--- config.mk ---
export PLATFORM = sky130hd
export DESIGN_NAME = i2c_chan_arbiter
export DESIGN_NICKNAME = d
export VERILOG_FILES = /design/src/rtl/i2c_arb_pkg.sv /design/src/rtl/rr_pick.sv /design/src/rtl/i2c_chan_arbiter.sv
export SDC_FILE = /design/constraint.sdc
export NUM_CORES = 1
export LEC_CHECK = 0
export ABC_AREA = 1
export CAP_MARGIN = 20
export CORE_ASPECT_RATIO = 0.75
export CORE_MARGIN = 2
export CORE_UTILIZATION = 25
export DETAILED_ROUTE_END_ITERATION = 16
export GPL_TIMING_DRIVEN = 0
export HOLD_SLACK_MARGIN = 0.05
export PLACE_DENSITY = 0.47
export SETUP_SLACK_MARGIN = 0.5
export SYNTH_ARGS = -nofsm -noshare
export SYNTH_HDL_FRONTEND = slang
export SYNTH_SLANG_ARGS = --single-unit
--- constraint.sdc ---
create_clock -name clk -period 1.9 [get_ports clk]
set_input_delay 0.475 -clock clk [delete_from_list [all_inputs] [get_ports clk]]
set_output_delay 0.475 -clock clk [all_outputs]
set_load 0.05 [all_outputs]
--- src/rtl/i2c_arb_pkg.sv ---
// Shared types and helpers for the I2C channel arbiter: FSM state encoding,
// default watchdog width and a one-hot to index helper.
package i2c_arb_pkg;

    localparam int MAX_N    = 16;
    localparam int DEF_TO_W = 20;

    typedef enum logic [2:0] {
        ST_IDLE,
        ST_GRANT,
        ST_LAUNCH,
        ST_WAIT_LOW,
        ST_WAIT_HIGH
    } state_e;

    // Index of the set bit of a one-hot vector; 0 for an all-zero vector.
    function automatic logic [3:0] onehot_idx(input logic [MAX_N-1:0] vec);
        logic [3:0] idx;
        idx = '0;
        for (int i = 0; i < MAX_N; i++) begin
            if (vec[i]) idx = 4'(i);
        end
        return idx;
    endfunction

endpackage

--- src/rtl/rr_pick.sv ---
// Rotating-priority encoder: returns the first requester at or above the
// pointer, wrapping modulo N, as a one-hot vector plus a valid flag.
module rr_pick #(
    parameter int N  = 4,
    parameter int PW = 2
) (
    input  logic [N-1:0]  req_i,
    input  logic [PW-1:0] ptr_i,
    output logic [N-1:0]  win_o,
    output logic          valid_o
);

    always_comb begin
        logic [PW:0] idx;
        // NOTE: every output gets a default first, so no path leaves a latch.
        win_o   = '0;
        valid_o = 1'b0;
        idx     = '0;
        for (int k = 0; k < N; k++) begin
            idx = {1'b0, ptr_i} + (PW + 1)'(k);
            if (idx >= (PW + 1)'(N)) idx = idx - (PW + 1)'(N);
            if (!valid_o && req_i[idx[PW-1:0]]) begin
                win_o[idx[PW-1:0]] = 1'b1;
                valid_o            = 1'b1;
            end
        end
    end

endmodule

--- src/rtl/i2c_chan_arbiter.sv ---
// Round-robin arbiter sharing one I2C master engine between N channels.
// Define I2C_ARB_TIMEOUT_EN to add the TO_W-bit transaction watchdog.
module i2c_chan_arbiter
    import i2c_arb_pkg::*;
#(
    parameter int N    = 4,
    parameter int TO_W = DEF_TO_W
) (
    input  logic         clk,
    input  logic         rst,
    input  logic [N-1:0] req_bus,
    input  logic         eng_ready,
    output logic [N-1:0] grant_bus,
    output logic         eng_start,
    output logic [N-1:0] done_bus,
    output logic [N-1:0] err_bus,
    output logic         eng_abort,
    output logic         busy
);

    localparam int PW = $clog2(N);

    if (N < 2 || N > MAX_N || TO_W < 2) begin : g_bad_cfg
        $error("i2c_chan_arbiter: unsupported N or TO_W");
    end

    state_e        state_q;
    logic [N-1:0]  grant_q;
    logic [N-1:0]  done_q;
    logic          start_q;
    logic          busy_q;
    logic [PW-1:0] ptr_q;
    logic [PW-1:0] ptr_d;
    logic [N-1:0]  win;
    logic          win_valid;

`ifdef I2C_ARB_TIMEOUT_EN
    logic [TO_W-1:0] wdog_q;
    logic [N-1:0]    err_q;
    logic            abort_q;
    logic            wd_expired;

    assign wd_expired = &wdog_q;
`endif

    rr_pick #(
        .N  (N),
        .PW (PW)
    ) u_pick (
        .req_i   (req_bus),
        .ptr_i   (ptr_q),
        .win_o   (win),
        .valid_o (win_valid)
    );

    // The channel that just finished drops to lowest priority.
    always_comb begin
        logic [3:0] gidx;
        gidx  = onehot_idx(MAX_N'(grant_q));
        ptr_d = (gidx == 4'(N - 1)) ? '0 : PW'(gidx + 4'd1);
    end

    always_ff @(posedge clk) begin
        if (rst) begin
            state_q <= ST_IDLE;
            grant_q <= '0;
            done_q  <= '0;
            start_q <= 1'b0;
            busy_q  <= 1'b0;
            ptr_q   <= '0;
`ifdef I2C_ARB_TIMEOUT_EN
            wdog_q  <= '0;
            err_q   <= '0;
            abort_q <= 1'b0;
`endif
        end else begin
            // NOTE: non-blocking assignments only, so every register sees pre-edge values.
            start_q <= 1'b0;
            done_q  <= '0;
`ifdef I2C_ARB_TIMEOUT_EN
            err_q   <= '0;
            abort_q <= 1'b0;
`endif
            case (state_q)
                ST_IDLE: begin
                    if (win_valid) begin
                        grant_q <= win;
                        busy_q  <= 1'b1;
                        state_q <= ST_GRANT;
                    end
                end
                ST_GRANT: begin
                    start_q <= 1'b1;
                    state_q <= ST_LAUNCH;
`ifdef I2C_ARB_TIMEOUT_EN
                    wdog_q  <= '0;
`endif
                end
                ST_LAUNCH: begin
                    state_q <= ST_WAIT_LOW;
                end
                ST_WAIT_LOW: begin
`ifdef I2C_ARB_TIMEOUT_EN
                    if (wd_expired) begin
                        err_q   <= grant_q;
                        abort_q <= 1'b1;
                        ptr_q   <= ptr_d;
                        grant_q <= '0;
                        busy_q  <= 1'b0;
                        state_q <= ST_IDLE;
                    end else begin
                        wdog_q <= wdog_q + 1'b1;
                        if (!eng_ready) state_q <= ST_WAIT_HIGH;
                    end
`else
                    if (!eng_ready) state_q <= ST_WAIT_HIGH;
`endif
                end
                ST_WAIT_HIGH: begin
                    if (eng_ready) begin
                        done_q  <= grant_q;
                        ptr_q   <= ptr_d;
                        grant_q <= '0;
                        busy_q  <= 1'b0;
                        state_q <= ST_IDLE;
                    end
`ifdef I2C_ARB_TIMEOUT_EN
                    else if (wd_expired) begin
                        err_q   <= grant_q;
                        abort_q <= 1'b1;
                        ptr_q   <= ptr_d;
                        grant_q <= '0;
                        busy_q  <= 1'b0;
                        state_q <= ST_IDLE;
                    end else begin
                        wdog_q <= wdog_q + 1'b1;
                    end
`endif
                end
                default: begin
                    state_q <= ST_IDLE;
                end
            endcase
        end
    end

    assign grant_bus = grant_q;
    assign eng_start = start_q;
    assign done_bus  = done_q;
    assign busy      = busy_q;

`ifdef I2C_ARB_TIMEOUT_EN
    assign err_bus   = err_q;
    assign eng_abort = abort_q;
`else
    assign err_bus   = '0;
    assign eng_abort = 1'b0;
`endif

endmodule

==> results.toml, run 1 <==
[run_status]
status = "finished clean"

[synthesis]
synth_area_mm2 = 0.00107
ys_ff_latch = 15
ys_types = 21
syn_avg_cell_area_um2 = 6.88
seq_area_frac_synth = 0.282
synth_edf_count = 0
synthCells = 155
synthArstFlopShare = 0
synth-main-ff-cell = "dfxtp_1"
synth_warnings = 0

[setup_path]
critPathBufInv = 2
slowest_delay_ps = 390
r2r_end = "grant_bus[0]"
end_kind = "register"
cp_common_cell = "nor2_1"
arrival_ps = 1750
path_depth = 11
cp_top_family = "simple AND/OR/NAND/NOR gates"
critPathMaxFanout = 5
r2r-start = "ptr_q[0]"
r2r_slack_ps = 330
crit_path_start_kind = "register"
rr_worst_depth = 11
slowest_stage = "dfxtp_4"
cp.required_ps = 2080
critPathKind = "reg -> reg"
path_cells = "inv_8 > ha_4 > nand3_2 > nand2_4 > buf_6 > nand3_4 > nor2_1 > nor2_1 > nand2_1 > nand2_2 > a21oi_2"

[route]
drt-pass1-iter-count = 4
antenna_left = 0
drt_iter0_drc = 49
via_per_inst = 4.33
vias = 1074
wl_per_cell_um = 10.4
drc_errors = 0
routed_wl_mm = 2.59

[power_and_ir_drop]
leakagePower_nw = 0.731
p_switching_mw = 0.309
pwr-share-seq = 0.396
p_int_mw = 0.579
clkPwrFrac = 0.286
power.density_mw_per_mm2 = 556
ir_drop_uv = 291
swShare = 0.348
comb_power_share = 0.319

[timing]
layout_min_cycle_time_ps = 1570
fmax_mhz = 638
hold_viol = 0
final_max_slew_viol_count = 0
skew_ps = 2.14
setup_viol = 0
rsz0062_at_grt = "true"
post-route-period-util = 0.825

[placed_design]
hpwlAfterDp_mm = 1.81
placed_area_mm2 = 0.00135
port_buffers = 16
place.gp.congestion = 0.802

[global_route]
antenna_found_initial = 0
groute.usage.overall = 0.111
grt_pass1_wl_mm = 4.19
grt_max_degree = 11
gr-total-overflow = 0
grt_pass1_vias = 921

[clock_network]
cts_buffers = 3
clock_sinks = 15
cts_tree = "yes"
root_buffer = "clkbuf_8"
cts_hold_buf = 0
cts_max_path_buffers = 2
clk_pin_slew_ps = 60
clk_latency_ps = 240
cts_max_level = 1

[cells_and_area]
final_cell_mix = "nand2_1 (23), nand3_1 (18), buf_4 (18)"
fin_nets = 209
area_delta_synth_final_pct = 49.9
fin_util = 0.392
antenna_cells = 0
drive_gt1_frac = 0.420
final_area_mm2 = 0.00160
mostFrequentLayoutCell = "nand2_1"
fillerInstances = 427

[floorplanning]
die-area_mm2 = 0.00481
rows = 20
initial_core_util = 0.261
die_w_um = 79.4
die_y_um = 60.6
ios = 22
core_mm2 = 0.00408

[worst_hold_path]
hold_class = "reg -> reg"
hold_path_end = "busy"
hold_depth = 2
hp-start = "busy"

[run]
cap_violations = 0
==> power groups by stage <==
stage	logic, mW	registers (mW)	clock network, mW
after floorplan	0.138	0.390	0
after global placement	0.233	0.354	0
after detailed placement	0.235	0.355	0
after CTS	0.268	0.348	0.264
after global routing	0.309	0.353	0.279
final	0.283	0.351	0.253
==> kinds of logic after synthesis <==
| kind of cell | count (synthesis) | share of synthesized area |
|---|---|---|
| adders and majority gates | 8 | 0.0939 |
| DFF | 15 | 0.282 |
| buffers and inverters | 27 | 0.115 |
| and+or+nand+nor | 92 | 0.445 |
| other | 1 | 0.00352 |
| AOI/OAI and AO/OA | 12 | 0.0610 |
==> worst max path at each step <==
stage               slack, ps        from            to
floorplan                 400    ptr_q[0]  grant_bus[0]
global placement         -100  req_bus[2]  grant_bus[1]
detailed placement       -120  req_bus[1]  grant_bus[0]
CTS                       340    ptr_q[0]  grant_bus[0]
global route              240    ptr_q[0]  grant_bus[1]
finish                    330    ptr_q[0]  grant_bus[0]
==> per-layer routing <==
| layer | global-route usage | share of wire | up-vias |
|---|---|---|---|
| met1 | 0.151 | 0.48 | 492 |
| met5 | 0 | 0 | - |
| met2 | 0.185 | 0.49 | 11 |
| met3 | 0.0268 | 0.026 | 0 |
| li1 | - | - | 571 |
| met4 | 0.0148 | 0 | 0 |
==> Yosys cell counts (2+ instances only) <==
library cell	n	area, um2
nor2_1	20	75.1
buf_4	5	37.5
a21oi_1	10	50.1
a211oi_1	2	15.0
nand2_2	5	31.3
ha_1	8	100
nand3_4	2	35.0
nand2_4	4	45.0
nand4_1	3	18.8
inv_1	18	67.6
nand2_1	30	113
nand3_1	25	125
dfxtp_1	15	300
==> per-stage QoR <==
stage	instances	setup TNS (ps)	power [mW]	hold WS (ps)	worst slack [ps]
after CTS	246	0	0.880	457	339
final	248	0	0.888	462	333
after global placement	230	-553	0.587	439	-96.8
after global routing	248	0	0.941	494	239
after floorplan	159	0	0.528	464	398
after detailed placement	230	-621	0.589	440	-117
==> state kept, by name (all words and copies together), names as in the netlist <==
name       cells
busy           1
eng_start      1
ptr_q          2
grant_bus      4
done_bus       4
state_q        3
==> tightest hold or removal path: cells and delay by family (launching register included) <==
kind               cells  cell delay (ps)
AOI/OAI and AO/OA      1               50
DFF                    1              310
and+or+nand+nor        1               60
==> what timing repair did <==
action / in CTS / in global routing
resized for setup: 74 / 27
setup endpoints to repair: 22 / 18
pin swaps: 12 / 4
buffers inserted: 12 / 2
endpoints found under the hold margin: 0 / 0
==> layout make-up <==
| cell class | count | area (um2) | area share |
|---|---|---|---|
| inverters | 21 | 103 | 0.0642 |
| clock buffers | 4 | 45.0 | 0.0282 |
| flip-flops and latches | 15 | 314 | 0.197 |
| well taps | 55 | 68.8 | 0.0431 |
| repair buffers | 30 | 228 | 0.143 |
| multi-input cells | 117 | 797 | 0.499 |
| plain buffers | 6 | 42.5 | 0.0266 |
Power figures use the tool's default switching activity.
==> run 2: changes to the inputs <==
==> constraint.sdc (replaced) <==
create_clock -name clk -period 1.42 [get_ports clk]
set_input_delay 0.355 -clock clk [delete_from_list [all_inputs] [get_ports clk]]
set_output_delay 0.355 -clock clk [all_outputs]
set_load 0.05 [all_outputs]
==> run 2 against run 1 <==
Compared with the run above: register-to-register slack got worse by 470 ps; worst hold slack got worse by 13 ps; combinational power rose by 51%; non-clock buffer count rose by 11; wire length rose by 7.7%; core utilization rose by 4.9 points; sequential cell count did not move; die area did not move; the flow now finishes with violations (setup timing); setup slack got worse by 470 ps; cell count rose by 4.4%; sequential power rose by 33%; largest power group unchanged; count of clock-buffer cells in the layout did not move.
==> results.toml, run 2 (synthesized netlist as in run 1, its figures left out) <==
[setup_path]
slowest_stage = "dfxtp_4"
path_cells = "inv_8 > ha_4 > inv_4 > nand3_4 > nand2_4 > buf_6 > nand3_4 > nor2_1 > nor2_1 > nand2_1 > nand2_1 > a21oi_2"
critPathKind = "reg -> reg"
end_kind = "register"
critPathMaxFanout = 4
crit_path_start_kind = "register"
arrival_ps = 1740
slowest_delay_ps = 380
cp.required_ps = 1600

[cells_and_area]
final_area_mm2 = 0.00180
final_cell_mix = "nand2_1 (25), buf_4 (25), nand3_1 (19)"
fin_nets = 220
drive_gt1_frac = 0.485
antenna_cells = 0
fin_util = 0.441
area_delta_synth_final_pct = 68.7

[timing]
rsz0062_at_grt = "true"
layout_setup_ws_ps = -135
layout_min_cycle_time_ps = 1550
final_max_slew_viol_count = 0
post-route-period-util = 1.09
setup_viol = 6
hold_viol = 0
skew_ps = 1.30
fmax_mhz = 643
worst_hold_slack_ps = 449

[global_route]
groute.usage.overall = 0.114
grt_pass1_wl_mm = 4.33
gr-total-overflow = 0
grt_pass1_vias = 1011
grt_max_degree = 11
antenna_found_initial = 0

[floorplanning]
die_w_um = 79.4
die-area_mm2 = 0.00481
die_y_um = 60.6
ios = 22
core_mm2 = 0.00408
initial_core_util = 0.261
rows = 20

[route]
vias = 1133
drt-pass1-iter-count = 4
wl_per_cell_um = 10.8
via_per_inst = 4.37
drc_errors = 0
routed_wl_mm = 2.79
drt_iter0_drc = 69
antenna_left = 0

[clock_network]
cts_max_level = 1
root_buffer = "clkbuf_8"
cts_tree = "yes"
cts_hold_buf = 0
clk_pin_slew_ps = 60
cts_max_path_buffers = 2
clock_sinks = 15
clk_latency_ps = 250
cts_buffers = 3

[placed_design]
dp_slack_ps = -472
placed_area_mm2 = 0.00136
hpwlAfterDp_mm = 1.93
place.gp.congestion = 0.836
port_buffers = 16

[worst_hold_path]
hold_class = "reg -> reg"

[run_status]
violations = "setup timing"
status = "complete, but fails checks"

[power_and_ir_drop]
leakagePower_nw = 0.809
power.density_mw_per_mm2 = 689
ir_drop_uv = 337

[run]
cap_violations = 0
-- run 2: metrics by stage --
stage,cells,TNS [ps],power [mW]
4_1_cts,254,-571,1.22
3_3_place_gp,230,-4350,0.789
3_5_place_dp,230,-4450,0.794
2_1_floorplan,159,-341,0.711
6_report,259,-621,1.24
5_1_grt,259,-1140,1.31
-- run 2: worst max-delay path: cells and delay by family (launching register included) --
kind                       cells  cell delay, ps
and+or+nand+nor                7             530
adders and majority gates      1             250
DFF                            1             380
AOI/OAI and AO/OA              1             120
buffers and inverters          3             210
-- run 2: routing by layer --
metal	global-route usage	vias to the layer above	routed length (um)
met5	0	-	0
met1	0.144	531	1290
met2	0.208	15	1420
met4	0.00739	0	0
met3	0.0313	0	75
li1	-	587	-
-- run 2: final timing paths --
check	start	endpoint	slack [ps]	cells after the start
setup / recovery	ptr_q[1]	grant_bus[1]	-130	12
hold / removal	grant_bus[0]	done_bus[0]	450	2
setup reg to reg	ptr_q[1]	grant_bus[1]	-130	12
hold reg to reg	grant_bus[0]	done_bus[0]	450	2
-- run 2: layout make-up --
| type | instances | area [um2] |
|---|---|---|
| buffer | 6 | 51.3 |
| clock buffer | 4 | 45.0 |
| fill | 418 | 2280 |
| inverter | 21 | 101 |
| multi-input combinational | 117 | 805 |
| sequential | 15 | 325 |
| tap | 55 | 68.8 |
| timing repair buffer | 41 | 402 |
-- run 2: timing repair --
item	CTS	global route
hold endpoints to repair	0	0
gates resized for setup	111	18
pin swaps	13	11
endpoints found under the setup margin	25	23
cloned	0	0
setup buffers	20	5
-- run 2: power breakdown --
group | switching [mW] | internal, mW
Clock | 0.147 | 0.199
Combinational | 0.256 | 0.172
Sequential | 0.0214 | 0.444
==> run 3: changes to the inputs <==
--- a/config.mk
+++ b/config.mk
@@ -10,6 +10,7 @@
 export CORE_ASPECT_RATIO = 0.75
 export CORE_MARGIN = 2
 export CORE_UTILIZATION = 25
+export CTS_CLUSTER_SIZE = 10
 export DETAILED_ROUTE_END_ITERATION = 16
 export GPL_TIMING_DRIVEN = 0
 export HOLD_SLACK_MARGIN = 0.05
==> constraint.sdc (replaced) <==
create_clock -name clk -period 1.42 [get_ports clk]
set_input_delay 0.426 -clock clk [delete_from_list [all_inputs] [get_ports clk]]
set_output_delay 0.426 -clock clk [all_outputs]
set_load 0.05 [all_outputs]
==> run 3 against run 2 <==
Compared with the run above: the run still ends with setup timing left; clock power about the same; wire length increased by 4.6%; first-iteration DRC count decreased by 16%; power increased by 1.9%; count of clock-buffer cells in the layout unchanged; core utilization increased by 0.31 points; largest cell class unchanged; largest power group unchanged.
==> results.toml, run 3 (synthesized netlist as in run 1, its figures left out) <==
[placed_design]
place.gp.congestion = 0.836
hpwlAfterDp_mm = 1.93
port_buffers = 16
dp_cells = 230

[route]
drc_errors = 0
drt-pass1-iter-count = 4
vias = 1122
antenna_left = 0
drt_iter0_drc = 58
via_per_inst = 4.40
wl_per_cell_um = 11.4
routed_wl_mm = 2.91

[timing]
final_max_slew_viol_count = 0
post-route-period-util = 1.10
layout_setup_ws_ps = -144
layout_min_cycle_time_ps = 1560
finalSetupTns_ps = -769
rsz0062_at_grt = "true"
fmax_mhz = 640
skew_ps = 1.91
setup_viol = 6
hold_viol = 0

[setup_path]
r2r_slack_ps = -140
end_kind = "register"
rr_worst_depth = 11
arrival_ps = 1700
crit_path_start_kind = "register"
r2r_end = "busy"
critPathKind = "reg -> reg"
critPathMaxFanout = 6
cp.required_ps = 1560
r2r-start = "ptr_q[1]"

[cells_and_area]
mostFrequentLayoutCell = "nand2_1"
ff_latch_area_um2 = 330
fin_nets = 216
antenna_cells = 0
fillerInstances = 417
area_delta_synth_final_pct = 69.8
final_cells = 255
final_cell_mix = "nand2_1 (23), buf_4 (20), nand3_1 (19)"
drive_gt1_frac = 0.515
multi_input_area_um2 = 827
fin_util = 0.444

[floorplanning]
core_mm2 = 0.00408
die-area_mm2 = 0.00481
die_w_um = 79.4
rows = 20
initial_core_util = 0.261
ios = 22
die_y_um = 60.6

[global_route]
gr-total-overflow = 0
grt_pass1_vias = 1017
grt_max_degree = 11
groute.usage.overall = 0.116
antenna_found_initial = 0
grt_pass1_wl_mm = 4.37

[worst_hold_path]
hold_path_end = "done_bus[0]"
hold_depth = 2
hold_class = "reg -> reg"
hp-start = "grant_bus[0]"

[run_status]
status = "complete, but fails checks"
violations = "setup timing"

[clock_network]
cts_buffers = 3
clk_pin_slew_ps = 60
clock_sinks = 15
cts_hold_buf = 0
cts_tree = "yes"
root_buffer = "clkbuf_8"
cts_max_level = 1
clk_latency_ps = 250
cts_max_path_buffers = 2

[run]
cap_violations = 0

[power_and_ir_drop]
leakagePower_nw = 0.801
ir_drop_uv = 348
power.density_mw_per_mm2 = 697
==> run 3: area by class of cell <==
class | instances | area share
timing repair inverter | 1 | 0.00622
buffer | 6 | 0.0283
tap | 55 | 0.0380
sequential | 15 | 0.182
timing repair buffer | 36 | 0.206
inverter | 21 | 0.0574
clock buffer | 4 | 0.0249
multi-input combinational | 117 | 0.457
==> run 3: worst max-delay path, stage by stage (launching register included) <==
cell and delay (ps):
dfxtp_4 380, inv_8 40, ha_4 260, inv_4 70
nand3_4 60, nand2_4 100, nand2_4 70, nor2_8 150
nand2_4 80, nand2_8 90, buf_4 110, a21oi_1 50
==> run 3: layer usage <==
metal	vias to the layer above	part of all wire	routed length, um	global-route usage
met3	0	0.022	65	0.0313
met2	16	0.49	1440	0.209
met5	-	0	0	0
li1	580	-	-	-
met4	0	0	0	0.00739
met1	526	0.48	1410	0.148
==> run 3: report_power, final <==
part	switching, mW	internal [mW]
registers	0.0246	0.445
clock network	0.147	0.199
logic	0.268	0.179
==> run 3: stage by stage <==
step / setup WS, ps / hold slack [ps] / power (mW) / area, um2
floorplan: -81.5 / 420 / 0.711 / 1130
global placement: -526 / 429 / 0.789 / 1360
detailed placement: -543 / 430 / 0.794 / 1360
CTS: -146 / 452 / 1.20 / 1640
global route: -236 / 479 / 1.33 / 1810
finish: -144 / 448 / 1.26 / 1810
==> run 3: worst max-delay path by stage <==
stage	from	to	slack, ps	cells after the start
global route	ptr_q[1]	grant_bus[0]	-240	11
detailed placement	req_bus[2]	grant_bus[1]	-540	11
floorplan	ptr_q[0]	grant_bus[0]	-80	12
global placement	req_bus[1]	grant_bus[0]	-530	11
CTS	ptr_q[0]	grant_bus[1]	-150	11
finish	ptr_q[1]	busy	-140	11
==> run 3: repair_timing <==
action,in CTS,in global routing
gates cloned,2,0
pin swaps,10,8
setup endpoints to repair,25,24
resized for setup,105,39
buffers inserted,13,6
